**src/rtl/pc_control_unit.sv**
```systemverilog
// Program counter and next-PC select: sequential, CBZ/CBNZ, B, BR, stall, flush, sticky halt.
// Optional taken-redirect counter enabled by defining BRANCH_STATS_EN.
module pc_control_unit #(
    parameter int PC_WIDTH                   = 16,
    parameter int OFFSET_SHIFT               = 1,
    parameter int INSTR_BYTES                = 2,
    parameter logic [PC_WIDTH-1:0] RESET_VECTOR = '0
) (
    input  logic                clock,
    input  logic                reset,
    input  logic                stall,
    input  logic                branch,
    input  logic                branch_nz,
    input  logic                uncond,
    input  logic                jump_reg,
    input  logic                alu_zero,
    input  logic                halt_req,
    input  logic [PC_WIDTH-1:0] signext,
    input  logic [PC_WIDTH-1:0] reg_target,
    output logic [PC_WIDTH-1:0] pc,
    output logic [PC_WIDTH-1:0] pc_plus,
    output logic                flush,
    output logic                halted,
    output logic                align_err
`ifdef BRANCH_STATS_EN
    ,
    output logic [15:0]         taken_count
`endif
);

    typedef enum logic {RUN, HALTED} state_t;

    localparam logic [PC_WIDTH-1:0] ALIGN_MASK = PC_WIDTH'((1 << OFFSET_SHIFT) - 1);
    localparam logic [PC_WIDTH-1:0] INC        = PC_WIDTH'(INSTR_BYTES);

    state_t              state_q, state_d;
    logic [PC_WIDTH-1:0] pc_q, pc_d;
    logic                flush_q, flush_d;
    logic                align_q, align_d;
    logic                redirect;
    logic                cond_taken;
    logic [PC_WIDTH-1:0] br_off;

    assign br_off     = signext << OFFSET_SHIFT;
    assign cond_taken = uncond | (branch & alu_zero) | (branch_nz & ~alu_zero);

    always_comb begin
        state_d  = state_q;
        pc_d     = pc_q;
        flush_d  = 1'b0;
        align_d  = align_q;
        redirect = 1'b0;
        case (state_q)
            RUN: begin
                if (!stall) begin
                    align_d = 1'b0;
                    if (halt_req) begin
                        state_d = HALTED;
                    end else if (jump_reg) begin
                        pc_d     = reg_target & ~ALIGN_MASK;
                        align_d  = |(reg_target & ALIGN_MASK);
                        redirect = 1'b1;
                    end else if (cond_taken) begin
                        pc_d     = pc_q + br_off;
                        redirect = 1'b1;
                    end else begin
                        pc_d = pc_q + INC;
                    end
                end
            end
            default: begin
                align_d = 1'b0;
            end
        endcase
        flush_d = redirect;
    end

    always_ff @(posedge clock) begin
        if (reset) begin
            state_q <= RUN;
            pc_q    <= RESET_VECTOR;
            flush_q <= 1'b0;
            align_q <= 1'b0;
        end else begin
            state_q <= state_d;
            pc_q    <= pc_d;
            flush_q <= flush_d;
            align_q <= align_d;
        end
    end

`ifdef BRANCH_STATS_EN
    logic [15:0] cnt_q, cnt_d;

    // Saturate rather than wrap so a long run never reports a small count.
    always_comb begin
        cnt_d = cnt_q;
        if (redirect && cnt_q != 16'hFFFF) cnt_d = cnt_q + 16'd1;
    end

    always_ff @(posedge clock) begin
        if (reset) cnt_q <= 16'd0;
        else       cnt_q <= cnt_d;
    end

    assign taken_count = cnt_q;
`endif

    assign pc        = pc_q;
    assign pc_plus   = pc_q + INC;
    assign flush     = flush_q;
    assign halted    = (state_q == HALTED);
    assign align_err = align_q;

endmodule

```
**config.mk**
```make
export PLATFORM = sky130hd
export DESIGN_NAME = pc_control_unit
export DESIGN_NICKNAME = d
export VERILOG_FILES = /design/src/rtl/pc_control_unit.sv
export SDC_FILE = /design/constraint.sdc
export NUM_CORES = 1
export LEC_CHECK = 0
export CAP_MARGIN = 20
export CORE_UTILIZATION = 35
export DETAILED_ROUTE_END_ITERATION = 8
export PLACE_DENSITY = 0.67
export SLEW_MARGIN = 10
export SYNTH_ARGS = -nofsm -noshare
export SYNTH_HDL_FRONTEND = slang
export SYNTH_SLANG_ARGS = --single-unit
```
**constraint.sdc**
```tcl
create_clock -name clock -period 3.9 [get_ports clock]
set_input_delay 0.39 -clock clock [delete_from_list [all_inputs] [get_ports clock]]
set_output_delay 0.39 -clock clock [all_outputs]
set_load 0.02 [all_outputs]
```
==> impl_summary.md <==
Yosys
The share of Yosys cell area claimed by the top area cell type is 18.69%. The synthesized netlist cell count is 255. Each instance of the synthesized netlist takes up on average 7.561 um2.

The synthesized cell area is just under 2000 um2. Among all flip-flop cells after synthesis, the most frequent one is sky130_fd_sc_hd__dfxtp_1. After synthesis, the share of flip-flops with an asynchronous set or reset is 0%.

The most common cell in the netlist is sky130_fd_sc_hd__nand2_1. The count of cell types in the netlist is 57. The synthesis warning total is 0.

In the post-synthesis netlist, the biggest area contributors are sky130_fd_sc_hd__dfxtp_1 (19%), sky130_fd_sc_hd__ha_1 (9.7%), sky130_fd_sc_hd__xnor2_1 (6.4%), sky130_fd_sc_hd__nand2_1 (6.2%), sky130_fd_sc_hd__a21oi_1 (5.7%). The commonest cells after synthesis are sky130_fd_sc_hd__nand2_1 (32), sky130_fd_sc_hd__a21oi_1 (22), sky130_fd_sc_hd__dfxtp_1 (18), sky130_fd_sc_hd__nor2_1 (16), sky130_fd_sc_hd__ha_1 (15). The number of enable flip-flop cells after synthesis is 0. The cell type contributing the most total cell area after synthesis is sky130_fd_sc_hd__dfxtp_1. In this run, synthesis produced a sequential element count of 18. After synthesis, flip-flops and latches occupy about a fifth of the total area.

Timing
The count of pins over their slew limit is 0. The worst clock skew is 1.739 ps. Derived from the worst setup path, the maximum achievable clock frequency is around 350 MHz.

The setup TNS is 0 ps. Setup repair after global routing left no endpoint under its margin. The actual slew at the worst max-slew pin is roughly 750 ps.

The total count of hold-check failures in the final report came to 0. Setup violations remaining at the end of the flow were counted as 0. In this run the tightest slew margin relative to its limit is 50.16%. The minimum clock period is 2841 ps. The share of the cycle needed by the critical path after routing is 72.84%.

Place
After legalization and detailed placement, the total HPWL measured around 4.4 mm. At the end of routability-driven placement, the weighted congestion stood at 0.8097. The number of buffer cells added on primary ports is 72. The standard cell area after detailed placement is 2690 um2. After detailed placement, the design holds a cell count of 390.

Final layout
After routing the design area is around 2700 um2. The layout-stage area growth over the synthesis result is 42.37%. The count of non-filler cells in the finished layout is about 390.

The diode insertion count for antenna repair is 0. Cells with a size suffix above 1 make up under 10% of the layout. For this run, the post-layout net count is 382.

Global route
The global-route usage over all layers is 20.23%. The total overflow left after global routing is 0. The number of global-route vias before repair was 1988. The pin count of the biggest net entering global routing is 18. The met3 global-route usage is about 2.4%. The first-pass GRT wire length is 9.549 mm. For this run, global-route usage on met1 was measured as between 20 and 30%. The global-route met2 utilization is 32.43%. The number of antenna violations at the first check in global routing was 0. The busiest layer in global routing is met2.

Floorplanning
In this run the standard cell core region covers 5205 um2. The initial cell density of the core is 37.04%. The top-level port count is 76.

The vertical extent of the die is 76.22 um. The floorplan step defined a die boundary enclosing 5809 um2. The number of core rows is 26. The die width is between 70 and 80 um.

Routing
The routed via count divided by cell count is around 5.4. The number of remaining DRC errors is 0. The total length of routed wires is 5.771 mm. The detailed router placed 2123 vias in this run.

The first detailed-routing pass ran for 7 iterations. In this run the remaining antenna-violating nets after routing total 0. Dividing the detail-routed wire length by the instance count gives 14.65 um. The violation count after the first detailed-route iteration is 90.

Clock network
Clock-pin slew was measured on the worst setup and hold paths at roughly 70 ps. Post-CTS repair changed the size of 0 cells. CTS saw 18 sinks.

The number of setup buffers added after CTS is 0. TritonCTS built the clock tree. For the worst-skew pair, the clock arrives at the later sink with an insertion delay of 260 ps. The tree is rooted in a sky130_fd_sc_hd__clkbuf_8. In this run, CTS created clock tree buffers numbering 3. The clock passes through at most 2 buffers. The number of hold buffers added after CTS was 0. The maximum level of the CTS H-tree is 1.

Critical path
The data arrival time at the worst-slack endpoint is 2450 ps. The worst setup path is of the register to output pin kind. The timing startpoint of the critical path is pc[1]. The peak per-stage delay on the critical path is ~640 ps.

The cell family contributing the most delay on the critical path is buffers and inverters. The kind of start point of the critical path is a register. The worst register-to-register path has a depth of 9. In this run the worst path has a maximum fanout of 10. Traced cell by cell, the critical path runs through ha_1 -> and2_2 -> nand4_4 -> nor2_1 -> xor2_1 -> clkdlybuf4s50_1. The startpoint identified for the worst register-to-register timing path is pc[1].

Counting buffers and inverters, the worst setup path is 6 cells deep. The count of buffering cells on the critical path with inverters included is 1. For the worst setup path, the data required time is ~3500 ps.

The highest-delay cell along the critical path is sky130_fd_sc_hd__clkdlybuf4s50_1. The critical path capture point type is an output pin.

Worst hold path
Counting instances, the worst hold path has a depth of 1. The worst hold path belongs to the class register to register. The worst hold path begins at halted.

Power and ir drop
Summing internal, switching and leakage power gives 0.0006784 W. The total power density per cell area is 247.1 nW/um2. IR analysis of the VDD net gives a maximum drop of 0.1379 mV. The static leakage is 1.028 nW.

Run status
The run finished with clean final reports.

Job
The number of maximum-capacitance violations is 0.
final cells by class:
cell class	instances	area [um2]
fill	520	2460
multi-input combinational	218	1465
timing repair buffer	75	743.2
sequential	18	360.3
tap	70	87.58
clock buffer	4	55.05
inverter	9	33.78
routing by layer:
layer	up-vias	part of all wire [%]
met3	12	7.4
li1	1076	-
met5	-	0
met1	945	46
met4	0	1.6
met2	90	45
layout by cell type (no fill, tap or decap), types with 10 or more instances in the layout:
cell	count
sky130_fd_sc_hd__clkdlybuf4s50_1	72
sky130_fd_sc_hd__ha_1	15
sky130_fd_sc_hd__o211ai_1	14
sky130_fd_sc_hd__nor2_1	16
sky130_fd_sc_hd__dfxtp_1	18
sky130_fd_sc_hd__a21oi_1	22
sky130_fd_sc_hd__nand2_1	32
sky130_fd_sc_hd__xnor2_1	14
sky130_fd_sc_hd__nand3_1	14
sky130_fd_sc_hd__o21ai_0	14
sky130_fd_sc_hd__xor2_1	10
logic make-up after synthesis:
kind of cell,count (synthesis),share of synthesized area (%)
fa+ha+maj,16,10.77
simple gates,96,26.02
flops,18,18.69
xor+xnor,24,10.90
mux,1,0.5192
buf+inv,20,5.515
compound gates,79,27.39
other cells,1,0.1945
flip-flops by register name (all words and copies together), names as in the netlist:
signal / cells
align_err: 1
pc: 15
flush: 1
halted: 1
final timing paths:
check        slack, ps     endpoint
max               1060  pc_plus[15]
min                510    align_err
max reg2reg       1280       pc[15]
min reg2reg        510    align_err
through the flow:
step / hold WS, ps / util (%) / worst slack, ps
2_1_floorplan: 534.7 / - / 1533
3_3_place_gp: 487.8 / 51.68 / 1063
3_5_place_dp: 499.5 / 51.68 / 1058
4_1_cts: 508.4 / 52.74 / 1041
5_1_grt: 526.7 / 52.74 / 868.0
6_report: 508.5 / 52.74 / 1059
report_power, final:
part | leakage (nW) | switching [W] | internal, W
clock | 0.0288 | 0.0000692 | 0.0000900
sequential | 0.147 | 0.0000247 | 0.000196
combinational | 0.852 | 0.000152 | 0.000146
total | 1.03 | 0.000246 | 0.000432
(Power assumes the default switching activity.)
